===== src/rtl/pam4_ref_ctrl.sv =====
// pam4_ref_ctrl: 4-PAM slicer reference acquisition/tracking with registered
// decision error and lock detection.
module pam4_ref_ctrl #(
    parameter int ACQ_LOG2 = 4,
    parameter int MU_SHIFT = 4,
    parameter logic signed [17:0] INIT_REF = 18'sd16384,
    parameter logic signed [17:0] REF_MIN = 18'sd64,
    parameter int LOCK_MAX = 15
) (
    input  logic               clk,
    input  logic               reset,
    input  logic               sym_en,
    input  logic signed [17:0] dec_var,
    input  logic signed [17:0] out_map_out,
    input  logic               freeze,
    input  logic               restart,
    output logic signed [17:0] ref_level,
    output logic signed [17:0] err,
    output logic               err_valid,
    output logic               acq_done,
    output logic               locked
);
    localparam int AW = 18 + ACQ_LOG2;
    localparam int CW = ACQ_LOG2 + 1;
    localparam int LW = $clog2(LOCK_MAX + 1);
    localparam logic signed [17:0] SMAX = 18'sh1FFFF;
    localparam logic signed [17:0] SMIN = 18'sh20000;
    localparam logic signed [19:0] REF_MIN_X = 20'(REF_MIN);

    typedef enum logic [1:0] {IDLE, ACQ, TRACK, HOLD} state_t;

    state_t            state_q, state_d;
    logic [AW-1:0]     acc_q, acc_d;
    logic [CW-1:0]     cnt_q, cnt_d;
    logic [LW-1:0]     lock_q, lock_d;
    logic signed [17:0] ref_q, ref_d, err_q, err_d;
    logic              vld_q, vld_d;

    logic [17:0]        mag;
    logic [AW-1:0]      acc_sum, acq_avg;
    logic signed [17:0] acq_ref, trk_ref, err_sat;
    logic signed [18:0] d_trk, step_trk, diff;
    logic signed [19:0] sum_trk;
    logic [17:0]        err_mag, thr;
    logic               good;

    // The most negative input has no positive twin; saturate its magnitude.
    assign mag = (dec_var == SMIN) ? 18'h1FFFF
               : (dec_var[17] ? $unsigned(-dec_var) : $unsigned(dec_var));

    assign acc_sum = acc_q + AW'(mag);
    assign acq_avg = acc_sum >> ACQ_LOG2;
    assign acq_ref = (acq_avg < AW'($unsigned(REF_MIN))) ? REF_MIN : $signed(acq_avg[17:0]);

    assign d_trk    = $signed({1'b0, mag}) - $signed({ref_q[17], ref_q});
    assign step_trk = d_trk >>> MU_SHIFT;
    assign sum_trk  = $signed({ref_q[17], ref_q[17], ref_q}) + $signed({step_trk[18], step_trk});
    assign trk_ref  = (sum_trk > 20'sd131071) ? SMAX
                    : ((sum_trk < REF_MIN_X) ? REF_MIN : $signed(sum_trk[17:0]));

    assign diff    = $signed({dec_var[17], dec_var}) - $signed({out_map_out[17], out_map_out});
    assign err_sat = (diff[18] != diff[17]) ? (diff[18] ? SMIN : SMAX) : $signed(diff[17:0]);
    assign err_mag = err_sat[17] ? $unsigned(-err_sat) : $unsigned(err_sat);
    assign thr     = $unsigned(ref_q >>> 2);
    assign good    = err_mag < thr;

    always_comb begin
        state_d = state_q;
        acc_d   = acc_q;
        cnt_d   = cnt_q;
        lock_d  = lock_q;
        ref_d   = ref_q;
        err_d   = err_q;
        vld_d   = 1'b0;
        if (restart) begin
            state_d = ACQ;
            acc_d   = '0;
            cnt_d   = '0;
            lock_d  = '0;
        end else if (state_q == IDLE) begin
            state_d = ACQ;
            ref_d   = INIT_REF;
        end else if (state_q == ACQ && sym_en) begin
            if (cnt_q == CW'((1 << ACQ_LOG2) - 1)) begin
                state_d = TRACK;
                ref_d   = acq_ref;
                acc_d   = '0;
                cnt_d   = '0;
            end else begin
                acc_d = acc_sum;
                cnt_d = cnt_q + 1'b1;
            end
        end else if (state_q == TRACK && freeze) begin
            state_d = HOLD;
        end else if (state_q == TRACK && sym_en) begin
            ref_d  = trk_ref;
            err_d  = err_sat;
            vld_d  = 1'b1;
            lock_d = !good ? '0 : ((lock_q == LW'(LOCK_MAX)) ? lock_q : lock_q + 1'b1);
        end else if (state_q == HOLD && !freeze) begin
            state_d = TRACK;
        end
    end

    always_ff @(posedge clk) begin
        if (reset) begin
            state_q <= IDLE;
            acc_q   <= '0;
            cnt_q   <= '0;
            lock_q  <= '0;
            ref_q   <= INIT_REF;
            err_q   <= '0;
            vld_q   <= 1'b0;
        end else begin
            state_q <= state_d;
            acc_q   <= acc_d;
            cnt_q   <= cnt_d;
            lock_q  <= lock_d;
            ref_q   <= ref_d;
            err_q   <= err_d;
            vld_q   <= vld_d;
        end
    end

    assign ref_level = ref_q;
    assign err       = err_q;
    assign err_valid = vld_q;
    assign acq_done  = (state_q == TRACK) || (state_q == HOLD);
    assign locked    = lock_q == LW'(LOCK_MAX);
endmodule


===== config.mk =====
export PLATFORM = sky130hd
export DESIGN_NAME = pam4_ref_ctrl
export DESIGN_NICKNAME = d
export VERILOG_FILES = /design/src/rtl/pam4_ref_ctrl.sv
export SDC_FILE = /design/constraint.sdc
export NUM_CORES = 1
export LEC_CHECK = 0
export CAP_MARGIN = 30
export CORE_MARGIN = 2
export CORE_UTILIZATION = 25
export DETAILED_ROUTE_END_ITERATION = 12
export PLACE_DENSITY = 0.55
export SETUP_SLACK_MARGIN = 0.05
export SLEW_MARGIN = 15
export SYNTH_ARGS = -nofsm -noshare
export SYNTH_HDL_FRONTEND = slang
export SYNTH_SLANG_ARGS = --single-unit

===== constraint.sdc =====
create_clock -name clk -period 7.5 [get_ports clk]
set_input_delay 1.5 -clock clk [delete_from_list [all_inputs] [get_ports clk]]
set_output_delay 1.5 -clock clk [all_outputs]
set_load 0.05 [all_outputs]

Yosys cells after proc, flatten, opt, wreduce, memory -nomap -nowiden --
Index checks and enable logic that the tools add are counted.
Word-level totals: register bits after elaboration 70, input bits 41, output and inout port bits 39, word-level logic and storage cells 82
Operators by class: add/subtract/negate cells 8, $lt $le $gt $ge 4, eq/ne operators 14, multiplexer cells 25, bitwise gates (word level) 4, reductions and logical operators 19
Operators with widths (count):
- 18-bit two-way mux | 13
- 18-bit negator | 2
- 22-bit by 18-bit adder with 22-bit output | 1
- 22-bit two-way mux | 1
- 18-bit by 15-bit adder with 19-bit output | 1
- 19-bit by 18-bit > comparator with 1-bit output, second input constant | 1
- 19-bit by 8-bit < comparator with 1-bit output, second input constant | 1
- 18-bit by 18-bit subtractor with 19-bit output | 1
- 19-bit by 18-bit subtractor with 19-bit output | 1
- 18-bit == test, second input constant | 1
- 18-bit < comparator | 1
- 18-bit by 7-bit < comparator with 1-bit output, second input constant | 1
- 2-bit two-way mux | 5
- 5-bit AND reduction | 2
- 4-bit two-way mux | 2
- 3-bit != test, second input constant | 2
- 3-bit AND reduction | 2
- 3-bit nonzero test | 2
- 5-bit by 1-bit adder with 5-bit output, second input constant | 1
- 5-bit by 4-bit == test with 1-bit output, second input constant | 1
- 5-bit two-way mux | 1
- 5-bit != test, second input constant | 1
- 5-bit nonzero test | 1
- 5-bit OR reduction | 1
- 19 further kinds | 28

Longest topological paths before layout --
Gate-level depths: netlist of run 1.
word-level depth 12, gate-level depth with buffers 33, gate-level depth less buffers 31

Least setup slack after synthesis of run 1 --
No wires, ideal clock.
path type input port to flip-flop, start point input dec_var[0], end point register ref_q[0] (netlist: ref_level[0]), arrival time 7.012 ns, data required time 7.383 ns, slack 0.370 ns, stages 28, path buffers 2, cells stage by stage inv_1 > ha_1 > nand2b_1 > nor2_1 > nand2_1 > or4_2 > or4_1 > nor2_1 > nand2_1 > nand2_1 > ha_1 > a211oi_1 > o21bai_1 > a2111o_1 > a221o_1 > a21oi_4 > xnor2_1 > ha_1 > clkbuf_1 > a21oi_1 > o21ai_0 > a21oi_1 > o21a_1 > nor3_1 > a211o_2 > clkbuf_1 > o2bb2ai_1 > a32o_1
On the way: cells in the longest elaborated chain, start to end 12
RTL lines:
- from (decl) | RTL line 13 | input logic signed [17:0] dec_var,
- 18-bit negator | RTL line 49 | : (dec_var[17] ? $unsigned(-dec_var) : $unsigned(dec_var));
- 18-bit two-way mux | RTL line 49
- 18-bit two-way mux (*) | RTL line 48 | assign mag = (dec_var == SMIN) ? 18'h1FFFF
- 19-bit by 18-bit subtractor with 19-bit output | RTL line 55 | assign d_trk = $signed({1'b0, mag}) - $signed({ref_q[17], ref_q});
- 18-bit by 15-bit adder with 19-bit output | RTL line 57 | assign sum_trk = $signed({ref_q[17], ref_q[17], ref_q}) + $signed({step_trk[18], step_trk});
- 19-bit by 8-bit < comparator with 1-bit output | RTL line 59 | : ((sum_trk < REF_MIN_X) ? REF_MIN : $signed(sum_trk[17:0]));
- 18-bit two-way mux | RTL line 59
- 18-bit two-way mux | RTL line 58 | assign trk_ref = (sum_trk > 20'sd131071) ? SMAX
- 18-bit two-way mux | RTL line 95 | end else if (state_q == TRACK && sym_en) begin
- 18-bit two-way mux | RTL line 93 | end else if (state_q == TRACK && freeze) begin
- 18-bit two-way mux (*) | RTL line 83 | end else if (state_q == ACQ && sym_en) begin
- 18-bit two-way mux (*) | RTL line 80 | end else if (state_q == IDLE) begin
- to (signal assigned) | RTL line 119 | ref_q <= ref_d;
- to (decl) | RTL line 36 | logic signed [17:0] ref_q, ref_d, err_q, err_d;
Mark *: on every way between the ends. The rest lies on a longest branch, timed or not. The select of a mux whose other input is x is not followed. A chain may end at the register's enable or synchronous reset.

Worst setup path in the final report of run 1 --
start point input dec_var[3], end point register ref_q[6] (netlist: ref_level[6])
The elaborated chain is that of the path after synthesis.

==> flow_summary.toml, run 1 <==
[global_route]
grt_remaining_overflow = 0
grt_usage = 0.167
grt_pass1_wl_um = 44900
grt_start_max_net_pins = 36
antenna_found_initial = 1
grt_pass1_vias = 8365

[placed_design]
dpl_cell_area_um2 = 10700
place_congestion = 0.905
port_buffers = 79
dp_hpwl_um = 23600

[route]
vias_per_cell = 5.05
drcViolationCount = 0
drt_iter0_drc = 559
ant_nets = 0
drt_wl_total_um = 28900
dr.pass1.iters = 6
avgRoutedWirePerCell_um = 16.0
num_vias = 9145

[yosys]
post_synth.cell_area_avg_um2 = 7.30
yosysWarnings = 0
yosysSeqAreaShare = 0.172
synth.area.top_cells = "dfxtp_1 (17%), ha_1 (14%), a21oi_1 (6.5%), nor2_1 (5.5%), o21ai_0 (4.3%)"
syn-num-nets = 1254
synth_area_um2 = 8150
yosysMostFrequentCell = "nor2_1"
synth_ff_type = "dfxtp_1"
yosysTopAreaCell = "dfxtp_1"
async_reset_ff_frac = 0
ys_types = 77
synth_edf_count = 0
synth_commonest_cells = "nor2_1 (120), a21oi_1 (106), ha_1 (94)"
synth_top_area_frac = 0.172
synth-seq-cells = 70
syn_inst = 1116

[clock_network]
root_buffer = "clkbuf_16"
cts_max_level = 3
cts_buffer_depth = 2
clock_latency_ps = 350
clk_pin_slew_worst_paths_ps = 70
cts_tree = "built"
cts.sinks = 70
cts_buffers = 9

[pwr]
power.total_mw = 2.04
power.leakage_nw = 4.83
ir_drop_uv = 121
power_density_nw_per_um2 = 178

[worst_setup_path]
crit_buf_inv = 7
worst-r2r-cell-count = 24
cp_common_cell = "buf_4"
cp.depth = 30
endpoint = "ref_level[6]$_SDFFE_PP0P_"
cp.required_ps = 7740
crit_type = "input port to flop"
critPathLaunchType = "input port"
critPathTopFamily = "compound AO/OA/AOI/OAI gates"
worst_path_max_delay_cell = "or3_2"
max_stage_delay_ps = 490
rr_startpoint = "ref_level[4]$_SDFFE_PP0P_"
crit_path_max_fanout = 11
startpoint = "dec_var[3]"
worst_setup_path_end_kind = "flop"
arrival_ps = 7440
r2r_end = "ref_level[6]$_SDFFE_PP0P_"
reg2reg_slack_ps = 2430

[sta]
rsz0062_at_grt = "no"
fin_crit_ps = 7200
hold_viol_final = 0
finalCritPeriodShare = 0.960
hold_ws_ps = 434
setup_violations = 0
drv_slew = 0
relSlewSlack = 0.494
setup_tns_ps = 0
max_freq_mhz = 139
worst_slew_pin_slew_ps = 757
clock_skew_ps = 9.65

[final_layout]
num-nets-final = 1503
syn2layout_area_growth_pct = 40.4
n_antenna_cell = 0
post-route-util = 0.354
drive_gt1_frac = 0.226
final_cell_area_um2 = 11400

[floorplan]
die-area_um2 = 34100
fp.dieW_um = 185
rows = 66
ios = 80
start_util = 0.252
die_h_um = 185
core_area_um2 = 32300

[min_path]
hp-class = "flop to flop"

[run_status]
status = "complete, no violations"

[run]
maxCapViolations = 0
## worst min-delay path: stages, from the launching register on
cell	delay [ps]
dfxtp_1	310
nand2_1	50
a41oi_1	40
## where the power goes
group	switching, mW	internal [mW]
Clock	0.192	0.293
Sequential	0.00982	0.379
Combinational	0.617	0.548
## layer usage
layer,share of wire,GRT usage
met1,0.50,0.239
met2,0.45,0.265
met3,0.035,0.0168
met4,0.021,0.0458
met5,0,0
## per-stage QoR
stage | std cells | setup WS [ps]
global placement | 1781 | -282
CTS | 1798 | 78.5
finish | 1812 | 302
floorplan | 1116 | 370
detailed placement | 1782 | -428
global route | 1812 | 43.1
## layout by cell type (no fill, tap or decap), types with 39 or more instances in the layout
| cell | n |
|---|---|
| a21oi_1 | 97 |
| buf_4 | 194 |
| clkdlybuf4s50_1 | 76 |
| dfxtp_1 | 70 |
| ha_1 | 86 |
| inv_1 | 61 |
| nand2_1 | 84 |
| nor2_1 | 116 |
| o21ai_0 | 57 |
| xnor2_1 | 39 |
## registers in the layout, summed over array words and instances (netlist names)
name       flops
lock_q         4
state_q        2
err_valid      1
err           18
acc_q         22
cnt_q          5
ref_level     18
## worst min path at each step
| stage | from | to | slack (ps) | cells after the start |
|---|---|---|---|---|
| floorplan | cnt_q[4]$_SDFFE_PP0P_ | cnt_q[4]$_SDFFE_PP0P_ | 410 | 2 |
| global placement | cnt_q[4]$_SDFFE_PP0P_ | cnt_q[4]$_SDFFE_PP0P_ | 430 | 2 |
| detailed placement | cnt_q[4]$_SDFFE_PP0P_ | cnt_q[4]$_SDFFE_PP0P_ | 420 | 2 |
| CTS | cnt_q[4]$_SDFFE_PP0P_ | cnt_q[4]$_SDFFE_PP0P_ | 430 | 2 |
| global route | cnt_q[4]$_SDFFE_PP0P_ | cnt_q[4]$_SDFFE_PP0P_ | 470 | 2 |
| finish | cnt_q[4]$_SDFFE_PP0P_ | cnt_q[4]$_SDFFE_PP0P_ | 430 | 2 |
## final cells by class
type	instances	area, um^2
fill	3410	20800
multi-input combinational	946	6640
timing repair buffer	277	2300
sequential	70	1400
tap	442	553
inverter	61	229
clock buffer	9	225
clock inverter	7	96.3
## kinds of logic after synthesis
| kind of cell | Yosys count | share of synthesized area |
|---|---|---|
| and+or+nand+nor | 399 | 0.245 |
| AOI/OAI and AO/OA | 371 | 0.296 |
| buffers and inverters | 100 | 0.0464 |
| adders and majority gates | 97 | 0.152 |
| xor gates and xnor gates | 71 | 0.0772 |
| DFF | 70 | 0.172 |
| muxes | 8 | 0.0115 |
## what timing repair did
action / CTS / global route
buffers inserted: 0 / 14
resized for setup: 7 / 77
hold buffers: 0 / 0
pin swaps: 0 / 47
endpoints found under the setup margin: 8 / 21
Power figures use the tool's default switching activity.
==> inputs of run 2 (changes only) <==
--- a/config.mk
+++ b/config.mk
@@ -6,11 +6,11 @@
 export NUM_CORES = 1
 export LEC_CHECK = 0
 export CAP_MARGIN = 30
-export CORE_MARGIN = 2
 export CORE_UTILIZATION = 25
 export DETAILED_ROUTE_END_ITERATION = 12
 export PLACE_DENSITY = 0.55
 export SETUP_SLACK_MARGIN = 0.05
+export SKIP_CTS_REPAIR_TIMING = 1
 export SLEW_MARGIN = 15
 export SYNTH_ARGS = -nofsm -noshare
 export SYNTH_HDL_FRONTEND = slang
==> run 2 against run 1 <==
Effect of this change: register-to-register slack lost 120 ps; clock skew grew 1.9 ps; cell area shrank 0.32%; global-route usage grew 0.87 points; sequential power is essentially flat; critical path depth shrank 1; first-iteration DRC count grew 7.5%; die area shrank 2.2%; largest power group unchanged.
==> flow_summary.toml, run 2 (synthesis results as in run 1) <==
[run_status]
status = "complete, no violations"

[worst_setup_path]
crit_buf_inv = 6
crit_type = "input port to flop"
worst_setup_path_end_kind = "flop"
arrival_ps = 7450
max_stage_delay_ps = 470
worst_path_max_delay_cell = "clkdlybuf4s50_1"
critPathTopFamily = "compound AO/OA/AOI/OAI gates"
cp.required_ps = 7750
cp_common_cell = "buf_4"
critPathLaunchType = "input port"
crit_path_max_fanout = 8

[sta]
drv_slew = 0
fin_crit_ps = 7200
relSlewSlack = 0.461
worst_slew_pin_slew_ps = 807
setup_tns_ps = 0
max_freq_mhz = 139
hold_viol_final = 0
setup_violations = 0
clock_skew_ps = 11.5
finalCritPeriodShare = 0.960

[pwr]
p_switching_mw = 0.867
combPwrFrac = 0.583
sequentialPowerShare = 0.191
clkPwrFrac = 0.226
power_density_nw_per_um2 = 178
swShare = 0.426
intPower_mw = 1.17
power.leakage_nw = 4.84
ir_drop_uv = 87.6

[global_route]
grt_usage = 0.176
grt_remaining_overflow = 0
grt_start_max_net_pins = 36
antenna_found_initial = 1
grt_pass1_vias = 8546
grt_pass1_wl_um = 45900

[final_layout]
final_cell_area_um2 = 11400
largest_reg_flops = 22
num-nets-final = 1502
largest-register = "acc_q"
drive_gt1_frac = 0.221
final_cell_mix = "buf_4 (195), nor2_1 (117), a21oi_1 (99)"
post-route-util = 0.359
n_antenna_cell = 0
syn2layout_area_growth_pct = 40.0
final_common_cell = "buf_4"

[clock_network]
clock_latency_ps = 360
cts_max_level = 3
cts.sinks = 70
cts_tree = "built"
root_buffer = "clkbuf_16"
cts_buffer_depth = 2
cts_buffers = 9
clk_pin_slew_worst_paths_ps = 70

[floorplan]
fp.dieW_um = 183
die_h_um = 183
start_util = 0.256
die-area_um2 = 33300
core_area_um2 = 31800
rows = 65
ios = 80

[run]
maxCapViolations = 0

[route]
num_vias = 9166
drt_wl_total_um = 30100
vias_per_cell = 5.08
avgRoutedWirePerCell_um = 16.7
dr.pass1.iters = 5
ant_nets = 0
drcViolationCount = 0
drt_iter0_drc = 601

[min_path]
hp-class = "flop to flop"

[placed_design]
place_congestion = 0.956
dpl_cell_area_um2 = 10700
dp_hpwl_um = 24000
port_buffers = 79
-- run 2: cell count changes in the layout (fill, tap and decap cells not counted), moves of 3 or more --
cell,previous run,this run
nand2_1,84,87
buf_6,4,1
clkdlybuf4s50_1,76,73
inv_6,1,4
ha_1,86,89
a21oi_2,7,4
nand2_2,7,4
dlymetal6s2s_1,3,6
-- run 2: per-layer routing --
metal / GRT usage / up-vias / share of wire
met2: 0.280 / 242 / 0.45
met3: 0.0241 / 31 / 0.046
met5: 0 / - / 0.00043
li1: - / 4596 / -
met4: 0.0561 / 2 / 0.021
met1: 0.242 / 4295 / 0.48
-- run 2: tightest hold or removal path, cell delays in order (launching register included) --
cell and delay (ps):
dfxtp_1 310, nand2_1 50, a41oi_1 40
-- run 2: power by group through the flow --
stage	logic [mW]	clock network (mW)	registers, mW
after CTS	1.10	0.470	0.389
after global placement	1.08	0	0.398
final	1.19	0.460	0.389
after global routing	1.30	0.481	0.390
after floorplan	0.670	0	0.405
after detailed placement	1.09	0	0.398
-- run 2: cell type report --
class / instances / area (um^2)
multi-input combinational: 946 / 6650
tap: 435 / 544
sequential: 70 / 1400
clock buffer: 9 / 225
fill: 3371 / 20400
clock inverter: 7 / 73.8
timing repair buffer: 276 / 2290
inverter: 61 / 229
-- run 2: worst paths after layout --
kind / startpoint / end / slack (ps) / cells after the start
worst max register to register: ref_level[2]$_SDFFE_PP0P_ / ref_level[6]$_SDFFE_PP0P_ / 2310 / 24
worst max-delay path: dec_var[3] / ref_level[6]$_SDFFE_PP0P_ / 300 / 29
worst min-delay path: cnt_q[4]$_SDFFE_PP0P_ / cnt_q[4]$_SDFFE_PP0P_ / 440 / 2
worst min register to register: cnt_q[4]$_SDFFE_PP0P_ / cnt_q[4]$_SDFFE_PP0P_ / 440 / 2
-- run 2: through the flow --
step	power [mW]	setup slack (ps)	hold WS, ps	instances
finish	2.04	300	443	1804
global route	2.17	-51.0	473	1804
CTS	1.96	12.0	441	1788
detailed placement	1.49	-358	426	1772
global placement	1.48	-268	428	1772
floorplan	1.08	370	411	1116
